**src/rtl/load_store_unit_pkg.sv**
```systemverilog
// Shared definitions for the load/store unit: address width, access size codes,
// controller state type and a size helper.
package load_store_unit_pkg;

    localparam int MAX_LENGTH = 32;

    localparam logic [1:0] SZ_BYTE = 2'b00;
    localparam logic [1:0] SZ_HALF = 2'b01;
    localparam logic [1:0] SZ_WORD = 2'b10;

    typedef enum logic [1:0] {
        LSU_IDLE,
        LSU_RD,
        LSU_WR,
        LSU_RESP
    } lsu_state_e;

    // The reserved size code 2'b11 behaves as a word access.
    function automatic logic is_word(input logic [1:0] size);
        return size[1];
    endfunction

endpackage

```
**src/rtl/load_store_unit_lane.sv**
```systemverilog
// Combinational big-endian lane logic: extracts and extends a load lane, and merges
// store data into the addressed lane of a memory word.
module lsu_lane_unit
    import load_store_unit_pkg::*;
(
    input  logic [31:0] word,
    input  logic [1:0]  offset,
    input  logic [1:0]  size,
    input  logic        is_signed,
    input  logic [31:0] wdata,
    output logic [31:0] extracted,
    output logic [31:0] merged
);

    logic [7:0]  byte_val;
    logic [15:0] half_val;

    always_comb begin
        extracted = '0;
        merged    = word;
        byte_val  = '0;
        half_val  = '0;
        if (is_word(size)) begin
            extracted = word;
            merged    = wdata;
        end else if (size == SZ_HALF) begin
            // offset[0] is ignored so a misaligned half is forced aligned.
            if (offset[1]) begin
                half_val      = word[15:0];
                merged[15:0]  = wdata[15:0];
            end else begin
                half_val      = word[31:16];
                merged[31:16] = wdata[15:0];
            end
            extracted = {{16{is_signed & half_val[15]}}, half_val};
        end else begin
            case (offset)
                2'd0: begin byte_val = word[31:24]; merged[31:24] = wdata[7:0]; end
                2'd1: begin byte_val = word[23:16]; merged[23:16] = wdata[7:0]; end
                2'd2: begin byte_val = word[15:8];  merged[15:8]  = wdata[7:0]; end
                default: begin byte_val = word[7:0]; merged[7:0] = wdata[7:0]; end
            endcase
            extracted = {{24{is_signed & byte_val[7]}}, byte_val};
        end
    end

endmodule

```
**src/rtl/load_store_unit.sv**
```systemverilog
// MEM-stage load/store initiator for a word-organised big-endian memory; sub-word
// stores run as read-modify-write. Define MISALIGN_TRAP_EN to trap misaligned accesses.
module load_store_unit
    import load_store_unit_pkg::*;
#(
    parameter int ADDR_W = MAX_LENGTH,
    parameter int DATA_W = 32
) (
    input  logic              clk,
    input  logic              reset,
    input  logic              req_valid,
    output logic              req_ready,
    input  logic              req_we,
    input  logic [1:0]        req_size,
    input  logic              req_signed,
    input  logic [ADDR_W-1:0] req_addr,
    input  logic [DATA_W-1:0] req_wdata,
    output logic              resp_valid,
    output logic [DATA_W-1:0] resp_rdata,
    output logic              resp_err,
    output logic [ADDR_W-1:0] mem_addr,
    output logic              mem_re,
    output logic              mem_we,
    output logic [DATA_W-1:0] mem_wdata,
    input  logic [DATA_W-1:0] mem_rdata
);

    lsu_state_e        state, state_next;
    logic [ADDR_W-1:0] addr_r;
    logic [1:0]        size_r;
    logic              we_r;
    logic              signed_r;
    logic [DATA_W-1:0] wr_word;
    logic [DATA_W-1:0] rdata_r;
    logic [DATA_W-1:0] lane_extracted;
    logic [DATA_W-1:0] lane_merged;
    logic              accept;
    logic              misaligned;

    assign accept = req_valid && req_ready;

`ifdef MISALIGN_TRAP_EN
    logic err_r;

    assign misaligned = ((req_size == SZ_HALF) && req_addr[0]) ||
                        (is_word(req_size) && (req_addr[1:0] != 2'b00));
    assign resp_err   = err_r;

    always_ff @(posedge clk) begin
        if (reset) begin
            err_r <= 1'b0;
        end else if (accept) begin
            err_r <= misaligned;
        end
    end
`else
    assign misaligned = 1'b0;
    assign resp_err   = 1'b0;
`endif

    lsu_lane_unit u_lane (
        .word      (mem_rdata),
        .offset    (addr_r[1:0]),
        .size      (size_r),
        .is_signed (signed_r),
        .wdata     (wr_word),
        .extracted (lane_extracted),
        .merged    (lane_merged)
    );

    // wr_word carries the store data until RD, then the merged word for WR.
    always_ff @(posedge clk) begin
        if (reset) begin
            state    <= LSU_IDLE;
            addr_r   <= '0;
            size_r   <= '0;
            we_r     <= 1'b0;
            signed_r <= 1'b0;
            wr_word  <= '0;
            rdata_r  <= '0;
        end else begin
            state <= state_next;
            if (accept) begin
                addr_r   <= req_addr;
                size_r   <= req_size;
                we_r     <= req_we;
                signed_r <= req_signed;
                wr_word  <= req_wdata;
                rdata_r  <= '0;
            end
            if (state == LSU_RD) begin
                if (we_r) begin
                    wr_word <= lane_merged;
                end else begin
                    rdata_r <= lane_extracted;
                end
            end
        end
    end

    always_comb begin
        state_next = state;
        case (state)
            LSU_IDLE: begin
                if (req_valid) begin
                    if (misaligned) begin
                        state_next = LSU_RESP;
                    end else if (req_we && is_word(req_size)) begin
                        state_next = LSU_WR;
                    end else begin
                        state_next = LSU_RD;
                    end
                end
            end
            LSU_RD:   state_next = we_r ? LSU_WR : LSU_RESP;
            LSU_WR:   state_next = LSU_RESP;
            default:  state_next = LSU_IDLE;
        endcase
    end

    assign req_ready  = (state == LSU_IDLE);
    assign mem_re     = (state == LSU_RD);
    assign mem_we     = (state == LSU_WR);
    assign resp_valid = (state == LSU_RESP);
    assign mem_addr   = {addr_r[ADDR_W-1:2], 2'b00};
    assign mem_wdata  = wr_word;
    assign resp_rdata = rdata_r;

endmodule

```
**config.mk**
```make
export PLATFORM = sky130hd
export DESIGN_NAME = load_store_unit
export DESIGN_NICKNAME = d
export VERILOG_FILES = /design/src/rtl/load_store_unit_pkg.sv /design/src/rtl/load_store_unit_lane.sv /design/src/rtl/load_store_unit.sv
export SDC_FILE = /design/constraint.sdc
export NUM_CORES = 1
export LEC_CHECK = 0
export CAP_MARGIN = 20
export CORE_ASPECT_RATIO = 1.1
export CORE_MARGIN = 3
export CORE_UTILIZATION = 48
export CTS_BUF_LIST = sky130_fd_sc_hd__clkbuf_2 sky130_fd_sc_hd__clkbuf_4 sky130_fd_sc_hd__clkbuf_8
export DETAILED_ROUTE_END_ITERATION = 6
export GPL_ROUTABILITY_DRIVEN = 0
export PLACE_DENSITY = 0.8
export SETUP_SLACK_MARGIN = 0.05
export SLEW_MARGIN = 20
export SYNTH_ARGS = -nofsm -noshare
export SYNTH_HDL_FRONTEND = slang
export SYNTH_HIERARCHICAL = 1
export SYNTH_SLANG_ARGS = --single-unit
```
**constraint.sdc**
```tcl
create_clock -name clk -period 2.14 [get_ports clk]
set_input_delay 0.428 -clock clk [delete_from_list [all_inputs] [get_ports clk]]
set_output_delay 0.428 -clock clk [all_outputs]
set_load 0.02 [all_outputs]
```
# After elaboration in Yosys (flattened, before gate mapping)
# Index checks and enable logic that the tools add are counted.
[totals]
reg_bits = 102
input_bits = 103
out_inout_bits = 101
[classes]
n_reduce_logical = 7
muxes = 26
n_eq_ne = 10
n_bitwise = 2
[ops]
columns = ["cell", "n"]
rows = [
  ["two-way mux 32 bit", 10],
  ["two-way mux 16 bit", 5],
  ["two-way mux 8 bit", 6],
  ["case mux 8 bit (3 select lines)", 1],
  ["== test 2 x 1 -> 1 bit (second input constant)", 3],
  ["== test 2 bit (second input constant)", 3],
  ["case mux 2 bit (3 select lines)", 1],
  ["logical NOT 2 bit", 2],
  ["two-way mux 2 bit", 2],
  ["inequality test 4 x 3 -> 1 bit (second input constant)", 1],
  ["inequality test 4 bit (second input constant)", 1],
  ["inequality test 3 bit (second input constant)", 1],
  ["AND reduction 3 bit", 1],
  ["OR reduction 3 bit", 1],
  ["AND 1 bit", 2],
  ["logical AND 1 bit", 2],
  ["inequality test 2 bit (second input constant)", 1],
  ["AND reduction 2 bit", 1],
  ["two-way mux 1 bit", 1],
]

# Longest topological paths before layout
[logic_depth]
depth_word = 9
mapped_depth = 8
depth_no_buf = 5

# Hierarchy
# The synthesis kept the hierarchy.
[modules_own_cells]
columns = ["module", "cells_per_inst", "area_per_inst_um2", "instances"]
rows = [
  ["load_store_unit", 537, 4314.1, 1],
  ["lsu_lane_unit", 251, 1755.4, 1],
]

# Worst setup path after synthesis
# Ideal clock, no wire load.
[synth_timing]
path_type = "reg-to-reg"
start = "reg addr_r[0]"
end = "reg wr_word[1], in the netlist mem_wdata[1]"
setup_time_ps = 142
n_path_buf = 2
path_stages_with_launch = 8
path_slack_ps = 567
t_arrival_ps = 1431
cell_sequence = "dfxtp_1 -> buf_6 -> o21ai_2 -> and2_1 -> buf_4 -> mux2_2 -> nor2_1 -> a311oi_1"
[synth_between]
elab_chain_len = 4
elab_cells_between_ends = 6
cone_classes = "3 x eq/ne; 3 x reduce/logical"
[synth_lines]
columns = ["element", "line", "rtl"]
rows = [
  ["from (decl)", "load_store_unit.sv:29", "logic [ADDR_W-1:0] addr_r;"],
  ["from (signal assigned)", "load_store_unit.sv:84", "addr_r <= req_addr;"],
  ["== test 2 x 1 -> 1 bit, or another cell as far along", "load_store_unit_lane.sv:37", "case (offset)"],
  ["OR reduction 3 bit (no line) (*)", "n/a", ""],
  ["inequality test 4 x 3 -> 1 bit (no line) (*)", "n/a", ""],
  ["AND reduction 3 bit (no line) (*)", "n/a", ""],
  ["to (signal assigned)", "load_store_unit.sv:88", "wr_word <= req_wdata;"],
  ["to (signal assigned)", "load_store_unit.sv:93", "wr_word <= lane_merged;"],
  ["to (decl)", "load_store_unit.sv:33", "logic [DATA_W-1:0] wr_word;"],
]
# Mark *: on every way between the ends. The rest lies on a longest branch, timed or not.
# A chain may end at the register's enable or synchronous reset.

# Final worst setup path
[layout_timing]
start = "reg state[1]"
end = "out resp_valid"
[layout_between]
elab_chain_len = 1
[layout_lines]
columns = ["element", "line", "rtl"]
rows = [
  ["from (decl)", "load_store_unit.sv:28", "lsu_state_e state, state_next;"],
  ["from (signal assigned)", "load_store_unit.sv:82", "state <= state_next;"],
  ["== test 2 bit", "load_store_unit.sv:124", "assign resp_valid = (state == LSU_RESP);"],
  ["to (decl)", "load_store_unit.sv:18", "output logic resp_valid,"],
]
# No other way between the ends.

==> impl_metrics.yaml <==
sta:
  setup_viol: 0
  rsz0062_at_grt: "no"
  max_slew_margin_pct: 66.8
  fin_tns_setup_ns: 0
  timing.final.crit_share_pct: 91.1
  slew_viol_final: 0
  tightest_slew_ns: 0.496
  finalHoldViolations: 0
  fmax_mhz: 513
  min_period_ns: 1.95
  clock_skew_ns: 0.0201
power:
  intPower_mw: 4.30
  power_density_nw_per_um2: 922
  pwr-share-comb_pct: 50.5
  sw_frac_of_total_pct: 43.0
  p_sw_mw: 3.24
  peakVddDrop_v: 0.00104
  p_leak_nw: 3.02
  clkPwrFrac_pct: 16.2
  pwr-share-seq_pct: 33.3
finish:
  fillCellCount: 1060
  nets: 1044
  layout-drive-gt1-share_pct: 11.4
  area_growth_pct: 34.9
  final_core_util_pct: 67.2
placement:
  numPortBuffers: 200
  place_hpwl_mm: 14.3
synthesis:
  synthArstFlopShare_pct: 0
  yosysMostFrequentCell: "nand2_1"
  ys_top_cells_by_area: "dfxtp_1 34%, nand2_1 11%, a21oi_1 6.3%"
  yosysUniqueCellTypes: 49
  synth_edf_count: 0
  netlist_instances: 788
  ys_ff_latch: 102
  ys.flop_type: "dfxtp_1"
  seq_area_frac_synth_pct: 33.6
  synthTopCellsByCount: "170 x nand2_1, 102 x dfxtp_1, 76 x a21oi_1"
  netlist.area_leader.share_pct: 33.6
  synth_area_um2: 6070
  synth.avg_cell_area_um2: 7.70
  ys_warn_count: 6
  yosysTopAreaCell: "dfxtp_1"
route:
  vias: 6250
  drt-total-wl_mm: 19.4
  wl_per_cell_um: 17.7
  via_per_inst: 5.71
  drt_pass1_iterations: 6
  drcViolationCount: 0
  first_iter_violations: 503
  antenna_left: 0
setup_path:
  critPathMaxStageDelay_ns: 0.59
  worstRegToRegCells: 5
  critical_path_class: "reg -> out"
  crit_fanout: 4
  path_cells: "ha_1 -> clkdlybuf4s50_1"
  required_ns: 1.71
  cp_top_family: "buffers and inverters"
  critical_path_depth: 2
  end_kind: "primary output"
  path_buf_inv: 1
  critPathSlowestCell: "clkdlybuf4s50_1"
  start_kind: "flip-flop"
  worstPathArrival_ns: 1.52
cts:
  htree_levels: 3
  hold_buffers: 0
  cts_made_buffers: 9
  clock_path_buffers: 2
  path_clk_slew_ns: 0.10
  postCtsSetupBuffers: 0
  cts.sink_count: 102
  cts_tree: "yes"
  insertion_delay_ns: 0.39
  cts_root_buf: "clkbuf_8"
floorplan:
  ios: 204
  initial_core_util_pct: 49.8
  die-area_um2: 14000
  die_h_um: 124
  num_rows: 42
  core-area_um2: 12200
  fp.dieW_um: 113
grt:
  overflow: 0
  antenna_found_initial: 1
  grt_pass1_wl_mm: 29.9
  grt_usage_pct: 26.7
  grt_start_max_net_pins: 69
  grt_pass1_vias: 5600
outcome:
  status: "finished, final reports clean"
worst_hold_path:
  worst_hold_path.num_cells: 2
  hold_path_class: "reg -> reg"
flow_run:
  drv_cap: 0
## timing repair
item                       in CTS  in global routing
gates cloned                    0                  0
setup endpoints to repair       2                 17
resized for setup               2                  5
## final cells by class
cell class | count | area, um^2 | area share, %
clock buffer | 9 | 124 | 1.51
inverter | 7 | 26.3 | 0.321
sequential | 102 | 2050 | 25.0
multi-input combinational | 576 | 3340 | 40.8
timing repair buffer | 238 | 2380 | 29.1
clock inverter | 7 | 72.6 | 0.886
tap | 154 | 193 | 2.35
antenna | 1 | 2.50 | 0.0306
## placed cells by master (no fill, tap or decap), types with 3 or more instances in the layout
cell	count
dfxtp_2	3
nand2_2	3
o21ai_1	21
mux2i_1	6
a21oi_1	76
nand2_1	170
buf_12	8
clkdlybuf4s50_1	196
a311oi_1	32
inv_1	6
a221o_1	7
o21ai_0	17
nand2b_1	4
mux2_2	22
buf_4	31
o211ai_2	10
a211oi_1	8
and2_1	11
clkbuf_8	9
ha_1	7
nor2_1	49
o2111ai_1	3
dfxtp_1	99
o22ai_1	7
conb_1	3
nor3b_1	8
a31oi_1	9
nor2b_1	8
nand3_1	66
o211ai_1	5
## power by group through the flow
stage / combinational [mW] / clock (mW) / sequential, mW
5_1_grt: 4.12 / 1.33 / 2.56
4_1_cts: 3.81 / 1.25 / 2.51
3_3_place_gp: 3.77 / 0 / 2.54
2_1_floorplan: 2.41 / 0 / 2.71
3_5_place_dp: 3.81 / 0 / 2.55
6_report: 3.81 / 1.23 / 2.51
## routing by layer
| metal | vias up | routed length [um] | GRT usage [%] |
|---|---|---|---|
| met1 | 2866 | 7840 | 34.8 |
| met2 | 305 | 9020 | 42.5 |
| met4 | 0 | 644 | 10.8 |
| li1 | 3030 | - | - |
| met5 | - | 0 | 0 |
| met3 | 49 | 1900 | 6.75 |
## tightest hold or removal path, stage by stage, from the launching register on
cell and delay, ns:
dfxtp_1 0.32, nand2_1 0.05, a21oi_1 0.05
## per-stage QoR
| stage | instances | power, mW | instance area, um^2 | hold slack [ns] | setup WS, ns |
|---|---|---|---|---|---|
| 2_1_floorplan | 790 | 5.12 | 6080 | 0.433 | 0.567 |
| 3_3_place_gp | 1077 | 6.31 | 7980 | 0.441 | 0.0385 |
| 3_5_place_dp | 1077 | 6.36 | 7980 | 0.448 | 0.0179 |
| 4_1_cts | 1093 | 7.56 | 8180 | 0.463 | 0.0535 |
| 5_1_grt | 1094 | 8.01 | 8190 | 0.478 | 0.0697 |
| 6_report | 1094 | 7.55 | 8190 | 0.457 | 0.191 |
## registers in the layout (all words and copies together), names as in the netlist
register	count
addr_r	32
mem_wdata	32
resp_rdata	32
size_r	2
state	2
signed_r	1
we_r	1
## final timing paths
| check | from | end | slack [ns] |
|---|---|---|---|
| worst max-delay path | state[1] | resp_valid | 0.19 |
| worst min-delay path | addr_r[24] | addr_r[24] | 0.46 |
| worst max register to register | addr_r[0] | mem_wdata[12] | 0.21 |
| worst min register to register | addr_r[24] | addr_r[24] | 0.46 |
## logic make-up after synthesis
kind of cell | share of synthesized area, %
buffers and inverters | 11.5
adders and majority gates | 1.44
muxes | 5.75
other | 0.0618
and+or+nand+nor | 24.0
DFF | 33.6
AOI/OAI and AO/OA | 23.5
Power figures use the tool's default switching activity.
